File: config.mk
export PLATFORM = sky130hd
export DESIGN_NAME = decode_unit
export DESIGN_NICKNAME = d
export VERILOG_FILES = /design/src/rtl/decode_unit.sv
export SDC_FILE = /design/constraint.sdc
export NUM_CORES = 1
export LEC_CHECK = 0
export CAP_MARGIN = 20
export CELL_PAD_IN_SITES_DETAIL_PLACEMENT = 1
export CELL_PAD_IN_SITES_GLOBAL_PLACEMENT = 1
export CORE_ASPECT_RATIO = 0.6
export CORE_MARGIN = 1.5
export CORE_UTILIZATION = 31
export CTS_CLUSTER_SIZE = 28
export DETAILED_ROUTE_END_ITERATION = 6
export PLACE_DENSITY = 0.86
export SLEW_MARGIN = 10
export SYNTH_ARGS = -nofsm -noshare
export SYNTH_HDL_FRONTEND = slang
export SYNTH_SLANG_ARGS = --single-unit
File: constraint.sdc
create_clock -name clk -period 1.82 [get_ports clk]
set_clock_uncertainty 0.05 [all_clocks]
set_input_delay 0.364 -clock clk [delete_from_list [all_inputs] [get_ports clk]]
set_output_delay 0.364 -clock clk [all_outputs]
set_load 0.05 [all_outputs]
File: src/rtl/decode_unit.sv
// RV32I instruction decoder: splits the word into fields, classifies the format and
// builds the sign-extended immediate. Every output is registered, so latency is one cycle.
module decode_unit (
    input  logic        clk,
    input  logic        rst,
    input  logic        inst_valid,
    input  logic [31:0] inst,
    output logic        dec_valid,
    output logic [6:0]  opcode,
    output logic [4:0]  rd,
    output logic [2:0]  funct3,
    output logic [4:0]  rs1,
    output logic [4:0]  rs2,
    output logic [6:0]  funct7,
    output logic [31:0] imm,
    output logic [2:0]  fmt,
    output logic        rd_we,
    output logic        rs1_used,
    output logic        rs2_used,
    output logic        illegal
);

    typedef enum logic [2:0] {
        FMT_R   = 3'd0,
        FMT_I   = 3'd1,
        FMT_S   = 3'd2,
        FMT_B   = 3'd3,
        FMT_U   = 3'd4,
        FMT_J   = 3'd5,
        FMT_ILL = 3'd7
    } fmt_e;

    fmt_e        fmt_d;
    logic [31:0] imm_d;
    logic        rd_we_d;
    logic        rs1_used_d;
    logic        rs2_used_d;
    logic        sgn;

    assign sgn = inst[31];

    always_comb begin
        fmt_d = FMT_ILL;
        case (inst[6:0])
            7'b0110011:                                     fmt_d = FMT_R;
            7'b0010011, 7'b0000011, 7'b1100111,
            7'b1110011, 7'b0001111:                         fmt_d = FMT_I;
            7'b0100011:                                     fmt_d = FMT_S;
            7'b1100011:                                     fmt_d = FMT_B;
            7'b0110111, 7'b0010111:                         fmt_d = FMT_U;
            7'b1101111:                                     fmt_d = FMT_J;
            default:                                        fmt_d = FMT_ILL;
        endcase
    end

    always_comb begin
        imm_d = '0;
        case (fmt_d)
            FMT_I:   imm_d = {{20{sgn}}, inst[31:20]};
            FMT_S:   imm_d = {{20{sgn}}, inst[31:25], inst[11:7]};
            FMT_B:   imm_d = {{19{sgn}}, inst[31], inst[7], inst[30:25], inst[11:8], 1'b0};
            FMT_U:   imm_d = {inst[31:12], 12'b0};
            FMT_J:   imm_d = {{11{sgn}}, inst[31], inst[19:12], inst[20], inst[30:21], 1'b0};
            default: imm_d = '0;
        endcase
    end

    // Writes to x0 are suppressed here so later stages never see a live x0 write.
    always_comb begin
        rd_we_d    = 1'b0;
        rs1_used_d = 1'b0;
        rs2_used_d = 1'b0;
        case (fmt_d)
            FMT_R: begin
                rd_we_d    = 1'b1;
                rs1_used_d = 1'b1;
                rs2_used_d = 1'b1;
            end
            FMT_I: begin
                rd_we_d    = 1'b1;
                rs1_used_d = 1'b1;
            end
            FMT_S, FMT_B: begin
                rs1_used_d = 1'b1;
                rs2_used_d = 1'b1;
            end
            FMT_U, FMT_J: rd_we_d = 1'b1;
            default: ;
        endcase
        if (inst[11:7] == 5'd0) rd_we_d = 1'b0;
    end

    always_ff @(posedge clk) begin
        if (rst) begin
            dec_valid <= 1'b0;
            opcode    <= '0;
            rd        <= '0;
            funct3    <= '0;
            rs1       <= '0;
            rs2       <= '0;
            funct7    <= '0;
            imm       <= '0;
            fmt       <= '0;
            rd_we     <= 1'b0;
            rs1_used  <= 1'b0;
            rs2_used  <= 1'b0;
            illegal   <= 1'b0;
        end else begin
            dec_valid <= inst_valid;
            opcode    <= inst[6:0];
            rd        <= inst[11:7];
            funct3    <= inst[14:12];
            rs1       <= inst[19:15];
            rs2       <= inst[24:20];
            funct7    <= inst[31:25];
            imm       <= imm_d;
            fmt       <= fmt_d;
            rd_we     <= rd_we_d;
            rs1_used  <= rs1_used_d;
            rs2_used  <= rs2_used_d;
            illegal   <= (fmt_d == FMT_ILL);
        end
    end

endmodule

# Yosys cells after proc, flatten, opt, wreduce, memory -nomap -nowiden
# Index checks and enable logic that the tools add are counted.
[op_classes] mux=5 n_eq_ne=17 n_reduce_logical=8
[ops] operator="32-bit case mux with 5 select lines" n=1
[ops] operator="7-bit equality test (second input constant)" n=4
[ops] operator="7-bit by 6-bit equality test with 1-bit output (second input constant)" n=3
[ops] operator="3-bit case mux with 6 select lines" n=1
[ops] operator="7-bit by 5-bit equality test with 1-bit output (second input constant)" n=2
[ops] operator="3-bit equality test (second input constant)" n=3
[ops] operator="4-bit OR reduction" n=2
[ops] operator="7-bit by 2-bit equality test with 1-bit output (second input constant)" n=1
[ops] operator="7-bit by 4-bit equality test with 1-bit output (second input constant)" n=1
[ops] operator="3-bit by 2-bit equality test with 1-bit output (second input constant)" n=2
[ops] operator="5-bit zero test" n=1
[ops] operator="5-bit OR reduction" n=1
[ops] operator="2-bit OR reduction" n=2
[ops] operator="3-bit by 1-bit equality test with 1-bit output (second input constant)" n=1
[ops] operator="3-bit zero test" n=1
[ops] operator="1-bit 2-to-1 mux" n=3
[ops] operator="3-bit OR reduction" n=1
[word_totals] output_inout_bits=72 word_cells=43 reg_bits=72 inputBits=35

# Depth between registers and ports, before layout
[depth] ltp_word=6 ltp_mapped=6 mapped_depth_nobuf=4

# Worst setup path after synthesis
# No wires, ideal clock.
[synth_path] kind="in2reg" start="input port inst[6]" end="register imm[20]" n_path_buf=2 required_time_ns=1.634 path_stages=6 arrival_time_ns=1.289 slack_ns=0.345 setup_ns=0.136 cell_sequence="buf_4 -> nand2_1 -> a21oi_4 -> o311ai_2 -> buf_6 -> o21ai_2"
[synth_via] elab_chain_len=5
[synth_lines] item="start, declared" line="7" source="input logic [31:0] inst,"
[synth_lines] item="7-bit by 5-bit equality test with 1-bit output, or another cell as far along" line="44" source="case (inst[6:0])"
[synth_lines] item="5-bit OR reduction / 2-bit OR reduction (equally long branches)" line="44"
[synth_lines] item="3-bit case mux with 6 select lines (*)" line="44"
[synth_lines] item="3-bit equality test, or another cell as far along" line="58" source="case (fmt_d)"
[synth_lines] item="32-bit case mux with 5 select lines (*)" line="58"
[synth_lines] item="end signal, assigned" line="116" source="imm <= imm_d;"
[synth_lines] item="end, declared" line="15" source="output logic [31:0] imm,"
# Every way passes the cells marked *; elsewhere a longest branch is shown, timed or not.
# A chain may end at the register's enable or synchronous reset.

# Worst setup path after layout
[layout_path] start="input port inst[5]" end="register imm[0]"
# Same word-level chain as after synthesis.

==> summary.md <==
| Metric | Value |
|---|---|
| Grt ovf | `0` |
| Die H | `73.3 um` |
| CTS root buffer | `clkbuf_16` |
| Clock tree buffer depth | `2` |
| IO buf count | `106` |
| Synth Flop Type | `dfxtp_1` |
| CTS tree | `yes` |
| Initial antenna violation count | `0` |
| WL final | `7.79 mm` |
| Max VDD drop | `0.000629 V` |
| Most instantiated cells after synthesis | `dfxtp_1, nor2b_1, a21oi_1, nand2_1, nor2_1` |
| Crit-path cells | `clkdlybuf4s50_1 > buf_4 > or4_1 > o21ai_2 > a21oi_1 > o31ai_2` |
| Syn Inst Count | `242` |
| Core area | `7910 um2` |
| WP data arrival | `1.95 ns` |
| Gpl congestion | `0.768` |
| First-pass GRT wire length | `12.5 mm` |
| Top Metal Used | `met4` |
| CP Buf/Inv Count | `2` |
| Vias in the first global route | `2,412` |
| TritonRoute pass-1 iters | `4` |
| Setup tns final | `0 ns` |
| RSZ-0062 raised after global routing | `false` |
| Core Util, Final | `53.6%` |
| Slowest stage delay, CP | `0.53 ns` |
| Num CTS Buffers | `9` |
| Period utilization | `96.4%` |
| Synth top area share | `56.5%` |
| Met1 Wirelength | `3.59 mm` |
| Hold path start | `inst_valid` |
| Nets | `434` |
| Status | `finished clean` |
| Final worst slack | `0.0649 ns` |
| Syn avg cell area | `10.5 um2` |
| Fmax achieved | `0.570 GHz` |
| Worst rel slew slack | `74.9%` |
| Routed wl met2 | `3.53 mm` |
| Async S/R FF share, synth | `0%` |
| Clk sinks | `72` |
| Pwr dens | `945 nW/um2` |
| Hold_buf cts | `0` |
| Initial core utilization | `32.2%` |
| Pre-CTS WS | `-0.335 ns` |
| Slowest-stage cell, CP | `or4_1` |
| Synth cell types | `48` |
| CP Depth | `6` |
| CTS H-tree lvls | `3` |
| Worst slew pin tran | `0.377 ns` |
| Final setup vio count | `0` |
| Synth area leaders | `dfxtp_1, nor2b_1, o21ai_2, nand2b_1, a21oi_1` |
| Clock-pin slew on the worst setup and hold paths | `0.05 ns` |
| DP HPWL | `5.95 mm` |
| Row count | `25` |
| Seq cells post-synth | `72` |
| Total number of vias | `2,273` |
| Routed len/inst | `15.2 um` |
| Largest net degree at the start of global routing | `16` |
| Crit path from | `inst[5]` |
| Final Non-Filler Cells | `512` |
| Hold Slack | `0.557 ns` |
| Chip width | `120 um` |
| Worst Setup End Kind | `register` |
| Die area | `8800 um2` |
| Crit Path Category | `in -> reg` |
| Max Slew Vio Count | `0` |
| CP endpoint | `imm[0]` |
| Yosys warns | `0` |
| LEAKAGE | `1.89 nW` |
| WL met3 | `618 um` |
| Sequential area share after synthesis | `56.5%` |
| Synth-to-layout area growth | `66.3%` |
| Critical Path Fanout Max | `5` |
| Share of layout cells above drive strength 1 | `42.1%` |
| Final Cell Area | `4240 um2` |
| Detail Route Antenna Nets | `0` |
| Hold WC Path Type | `in -> reg` |
| Remaining DRCs | `0` |
| Dpl cells | `494` |
| Synth area leader | `dfxtp_1` |
| All-Layer GR Usage | `18.9%` |
| Synth Cell Area | `2550 um2` |
| Max cap viols | `0` |
| Worst endpoint required time | `2.02 ns` |
| Vias per Instance | `4.44` |
| Crit-path leading delay family | `buffers and inverters` |
| Count leader, synth | `dfxtp_1` |
| Crit path time final | `1.76 ns` |
| Antenna cells | `0` |
| # IOs | `107` |
| CP Launch Type | `input port` |
| Placed Area | `3890 um2` |
| Final Total Pwr | `4.01 mW` |
| Mapped Nets | `277` |
| EDFF count, synth | `0` |
| Final hold violations | `0` |
| Drt first-iter violations | `65` |
==> power by group <==
group,switching [mW],total (mW),internal [mW]
sequential,0.0155,1.65,1.63
combinational,0.365,0.619,0.253
clock,0.648,1.74,1.09
==> worst min-delay path by stage <==
stage | endpoint | slack (ns) | cells past startpoint
detailed placement | rd[0] | 0.77 | 1
global route | dec_valid | 0.55 | 2
CTS | dec_valid | 0.55 | 2
finish | dec_valid | 0.56 | 2
floorplan | funct7[6] | 0.40 | 1
global placement | rs1[3] | 0.76 | 1
==> registers in the layout, indices dropped and copies added, names as in the netlist <==
register	cells
dec_valid	1
fmt	3
funct3	3
funct7	7
illegal	1
imm	32
opcode	7
rd	5
rd_we	1
rs1	5
rs1_used	1
rs2	5
rs2_used	1
==> layout by cell type (no fill, tap or decap), drive strengths merged, types with 2 or more instances in the layout <==
cell type,synthesis,layout
buf,10,126
dfxtp,72,72
clkdlybuf4s50,0,32
nor2b,20,20
o21ai,18,18
a21oi,17,17
nand2,16,16
nor2,16,16
inv,14,14
nand2b,14,14
clkbuf,4,11
nand3,4,4
a31oi,4,4
nor4,4,4
o31ai,3,3
clkinv,0,3
nor3,2,2
and2,2,2
or3,2,2
or4,2,2
a211oi,2,2
or3b,2,2
==> repair_timing <==
item                                    in CTS  in global routing
pin swaps                                    0                  1
endpoints found under the setup margin       1                 14
hold endpoints to repair                     0                  0
buffers inserted                             0                  2
gates resized for setup                      1                  5
==> kinds of logic after synthesis <==
logic type | synth area share, %
AOI/OAI and AO/OA | 16.9
buffers and inverters | 5.99
DFF | 56.5
and+or+nand+nor | 20.6
==> final cells by class <==
| class | instances | area [um2] |
|---|---|---|
| clock buffers | 11 | 243 |
| clock inverters | 5 | 56.3 |
| fillers | 893 | 3670 |
| inverters | 14 | 52.6 |
| multi-input cells | 142 | 985 |
| flip-flops and latches | 72 | 1440 |
| well taps | 108 | 135 |
| repair buffers | 160 | 1330 |
==> metal layers <==
| layer | GRT usage (%) | vias to the layer above |
|---|---|---|
| met2 | 30.1 | 72 |
| met1 | 23.6 | 1076 |
| met5 | 0 | - |
| met4 | 5.95 | 0 |
| li1 | - | 1120 |
| met3 | 7.92 | 5 |
Note: power is estimated with default switching activity, not from simulation.
==> RTL edit 1: new RTL, same flow settings <==
Remove the register `funct7`: a continuous assignment takes its place, so the output `funct7` follows one clock earlier.
--- a/src/rtl/decode_unit.sv
+++ b/src/rtl/decode_unit.sv
@@ -100,3 +100,2 @@
             rs2       <= '0;
-            funct7    <= '0;
             imm       <= '0;
@@ -114,3 +113,2 @@
             rs2       <= inst[24:20];
-            funct7    <= inst[31:25];
             imm       <= imm_d;
@@ -124,2 +122,4 @@
 
+    assign funct7 = inst[31:25];
+
 endmodule
Formal check against the unedited RTL: not equivalent (a bounded check fails within 4 cycles, from zero or initial values and one cycle with rst high).
==> RTL edit 1 against the unedited design <==
Final area decreased by 11%; critical endpoint is now illegal; global-route usage rose by 1.7 points; sequential cell count fell by 7; synthesized area decreased by 12%; routed wire length shrank 2.2%; power fell by 5.5%; setup slack improved by 0.085 ns.
==> RTL edit 1: results (changes against the unedited design) <==
Parameter                              Value

GRT
  Grt met3 use ... 9.79% (+1.9 points)
  Met2 global-route usage ... 32.9% (+2.8 points)
  M1 GR Usage ... 24.9% (+1.3 points)
  GR Util All Layers ... 20.6% (+1.7 points)
  Via count of the first global-routing pass ... 2211 (-8.3%)
  First-pass GRT wire length ... 11.8 mm (-5.8%)
  Largest net degree at the start of global routing ... 30 (+14)

Power and ir drop
  Power density over the cells ... 1000 nW/um^2 (+5.8%)
  Reported leakage power ... 1.76 nW (-7.0%)
  Clock share of power ... 45.3% (+1.8 points)
  Relative contribution of sequential cells to total power ... 39.2% (-1.9 points)
  Internal power ... 0.00280 W (-5.9%)
  Worst vdd rail ir drop ... 0.000646 V (+2.6%)

Placement
  Total half-perimeter wirelength after legalization and detailed placement ... 5.72 mm (-3.8%)
  Cell area reported after detailed placement ... 3440 um^2 (-12%)
  Worst setup slack before clock tree synthesis ... -0.354 ns (-0.0191 ns)
  Number of placed instances, taps included ... 444 (-10%)

Drt
  Routed wire length per instance ... 16.5 um (+8.4%)
  Met2 layer wire length in the routed design ... 3.45 mm (-2.1%)
  Number of vias in the routed layout ... 2174 (-4.4%)
  Post-Route M1 WL ... 3.43 mm (-4.5%)
  Initial detailed-routing violation count ... 94 (+45%)
  Met3 wire length ... 697 um (+13%)

Logic synthesis
  Sequential area share after synthesis ... 58.1% (+1.6 points)
  Net count after synthesis ... 273 (-1.4%)
  Most numerous cell types in the synthesized netlist ... 65 x sky130_fd_sc_hd__dfxtp_1, 34 x sky130_fd_sc_hd__nand2_1, 23 x sky130_fd_sc_hd__nor2b_1, 16 x sky130_fd_sc_hd__nor2_1, 15 x sky130_fd_sc_hd__a21oi_1
  Area fraction of the dominant cell type after synthesis ... 58.1% (+1.6 points)
  Synth Instances ... 238 (-1.7%)
  Unique masters post-synth ... 35 (-27%)
  Syn. warnings ... 0 (unchanged)
  Cells taking the most area after synthesis ... sky130_fd_sc_hd__dfxtp_1 58%, sky130_fd_sc_hd__nor2b_1 6.4%, sky130_fd_sc_hd__nand2_1 5.7%

Run status
  Outcome ... completed

Final layout
  Fraction of final layout cells sized beyond drive strength 1 ... 35.2% (-6.9 points)
  Registers with the most flip-flops ... imm (32), opcode (7)
  Post-Layout Cell Count ... 462 (-9.8%)
  Number of nets in the layout ... 405 (-6.7%)
  Filler instances ... 776 (-13%)

Hold path
  Worst hold endpoint ... opcode[4]

STA
  Worst-case headroom to the max-slew limit ... 78.0% (+3.1 points)
  Min Tclk post-route ... 1.67 ns (-0.0853 ns)
  Worst hold slack ... 0.352 ns (-0.205 ns)

Critical path
  Endpoint arrival time on the critical path ... 1.83 ns (-0.12 ns)
  CP Capture Point ... illegal
  Source of the critical timing path ... inst[6]
  Largest fanout on the critical path ... 6 (+1)
==> RTL edit 1: cell count changes after synthesis, moves of 5 or more <==
cell | before | now
sky130_fd_sc_hd__and3_1 | 0 | 5
sky130_fd_sc_hd__buf_2 | 2 | 7
sky130_fd_sc_hd__buf_4 | 2 | 7
sky130_fd_sc_hd__dfxtp_1 | 72 | 65
sky130_fd_sc_hd__inv_1 | 14 | 6
sky130_fd_sc_hd__nand2_1 | 15 | 34
sky130_fd_sc_hd__nand2b_1 | 13 | 0
sky130_fd_sc_hd__o21ai_0 | 2 | 10
sky130_fd_sc_hd__o21ai_2 | 12 | 2
==> RTL edit 1: kinds of logic (layout without fill, tap and decap cells) <==
logic type | count (synthesis) | count (layout) | synth area share [%]
simple gates | 103 | 103 | 23.1
flops | 65 | 65 | 58.1
xor+xnor | 1 | 1 | 0.391
compound gates | 45 | 45 | 12.5
buf+inv | 24 | 161 | 5.92
==> RTL edit 1: critical path, cell delays in order <==
cell	delay, ns
sky130_fd_sc_hd__clkdlybuf4s50_1	0.48
sky130_fd_sc_hd__buf_4	0.16
sky130_fd_sc_hd__inv_1	0.08
sky130_fd_sc_hd__o21ai_0	0.17
sky130_fd_sc_hd__nor3b_1	0.21
sky130_fd_sc_hd__o21ai_1	0.15
sky130_fd_sc_hd__and3_1	0.22
==> RTL edit 1: final cells by class <==
cell class | count | area, um^2 | area share (%)
timing repair buffer | 139 | 1230 | 32.4
tap | 87 | 109 | 2.87
sequential | 65 | 1300 | 34.3
inverter | 6 | 22.5 | 0.594
clock inverter | 6 | 66.3 | 1.75
multi-input combinational | 149 | 825 | 21.8
clock buffer | 10 | 239 | 6.31
==> RTL edit 2: new RTL, same settings <==
Without the edit above. Put one more register stage on the output `fmt`, with the module's reset. The value now appears one clock later. The other outputs are not delayed to match.
--- a/src/rtl/decode_unit.sv
+++ b/src/rtl/decode_unit.sv
@@ -31,2 +31,4 @@
     } fmt_e;
+
+    logic [2:0] fmt_s0;
 
@@ -102,3 +104,3 @@
             imm       <= '0;
-            fmt       <= '0;
+            fmt_s0    <= '0;
             rd_we     <= 1'b0;
@@ -116,3 +118,3 @@
             imm       <= imm_d;
-            fmt       <= fmt_d;
+            fmt_s0    <= fmt_d;
             rd_we     <= rd_we_d;
@@ -124,2 +126,10 @@
 
+    always_ff @(posedge clk) begin
+        if (rst) begin
+            fmt <= '0;
+        end else begin
+            fmt <= fmt_s0;
+        end
+    end
+
 endmodule
Formal check against the unedited RTL: not equivalent (Yosys sat finds a counterexample within 4 cycles, from zero or initial values and one cycle with rst high).
==> RTL edit 2 against the unedited design <==
Setup slack worse by 0.020 ns; routed wire length up 10%; sequential power up 4%; first-iteration DRC count rose to 2.6 times the old value; global-route usage up 1.2 points; sequential cell count up 3; critical path type unchanged; sequential share of layout area up 2.2 points; synthesized area up 1.8%; largest cell class unchanged; non-clock buffer count down 21; power up 1.0%; combinational power down 4.8%; final area down 2.3%; largest power group unchanged.
==> RTL edit 2: results (changes against the unedited design) <==
Parameter                              Value

Run status
  Outcome ... completed

Critical path
  CP Capture Point ... imm[11]
  Endpoint arrival time on the critical path ... 1.93 ns (-0.02 ns)
  Largest fanout on the critical path ... 4 (-1)

Drt
  Aggregate routed wire length ... 8.58 mm (+10%)
  Initial detailed-routing violation count ... 168 (+160%)

Placement
  Global placer's final weighted congestion ... 0.824 (+7.3%)
  Total half-perimeter wirelength after legalization and detailed placement ... 6.21 mm (+4.5%)

Logic synthesis
  Cells taking the most area after synthesis ... sky130_fd_sc_hd__dfxtp_1 58%, sky130_fd_sc_hd__nor2b_1 8.7%, sky130_fd_sc_hd__a21oi_2 4.1%
  Synthesis-stage register bit count ... 75 (+4.2%)
  Unique masters post-synth ... 46 (-4.2%)
  Net count after synthesis ... 280 (+1.1%)
  Share of the synthesized area in compound gates (AO/OA/AOI/OAI) ... 15.9% (-1.0 points)
  Sequential area share after synthesis ... 57.9% (+1.3 points)

Final layout
  Bufs w/o clock ... 139 (-13%)
  Buffer share of cell area ... 27.8% (-3.5 points)
  Clock network contribution to total cell area ... 7.00% (-0.047 points)
  Seq. cell area ... 1500 um^2 (+4.2%)
  Multi-input gates ... 153 (+7.7%)

Clocking
  Number of cells upsized or downsized after cts ... 3 (+2)

GRT
  Largest net degree at the start of global routing ... 40 (+24)
  Grt met3 use ... 6.60% (-1.3 points)
  M1 GR Usage ... 24.3% (+0.64 points)

STA
  Transition time of the tightest slew-check pin ... 0.418 ns (+0.0416 ns)
  Min Tclk post-route ... 1.77 ns (+0.0196 ns)
-- RTL edit 2: worst min-delay path by stage --
stage              start   endpoint  slack, ns  depth (start not counted)
2_1_floorplan  fmt_s0[0]     fmt[0]       0.36                          1
3_3_place_gp   fmt_s0[1]     fmt[1]       0.39                          1
3_5_place_dp   fmt_s0[0]     fmt[0]       0.38                          1
4_1_cts              rst  opcode[1]       0.36                          3
5_1_grt              rst  funct7[0]       0.38                          3
6_report             rst  opcode[1]       0.37                          3
-- RTL edit 2: stage by stage --
| stage | cell area [um^2] | hold WS, ns | setup TNS, ns | cells | setup WS, ns |
|---|---|---|---|---|---|
| global placement | 3780 | 0.386 | -9.29 | 476 | -0.311 |
| finish | 4150 | 0.369 | 0 | 492 | 0.0453 |
| detailed placement | 3780 | 0.384 | -12.82 | 476 | -0.378 |
| CTS | 4080 | 0.365 | 0 | 491 | 0.00615 |
| floorplan | 2590 | 0.364 | 0 | 245 | 0.317 |
| global route | 4150 | 0.384 | -0.00154 | 492 | -0.00154 |
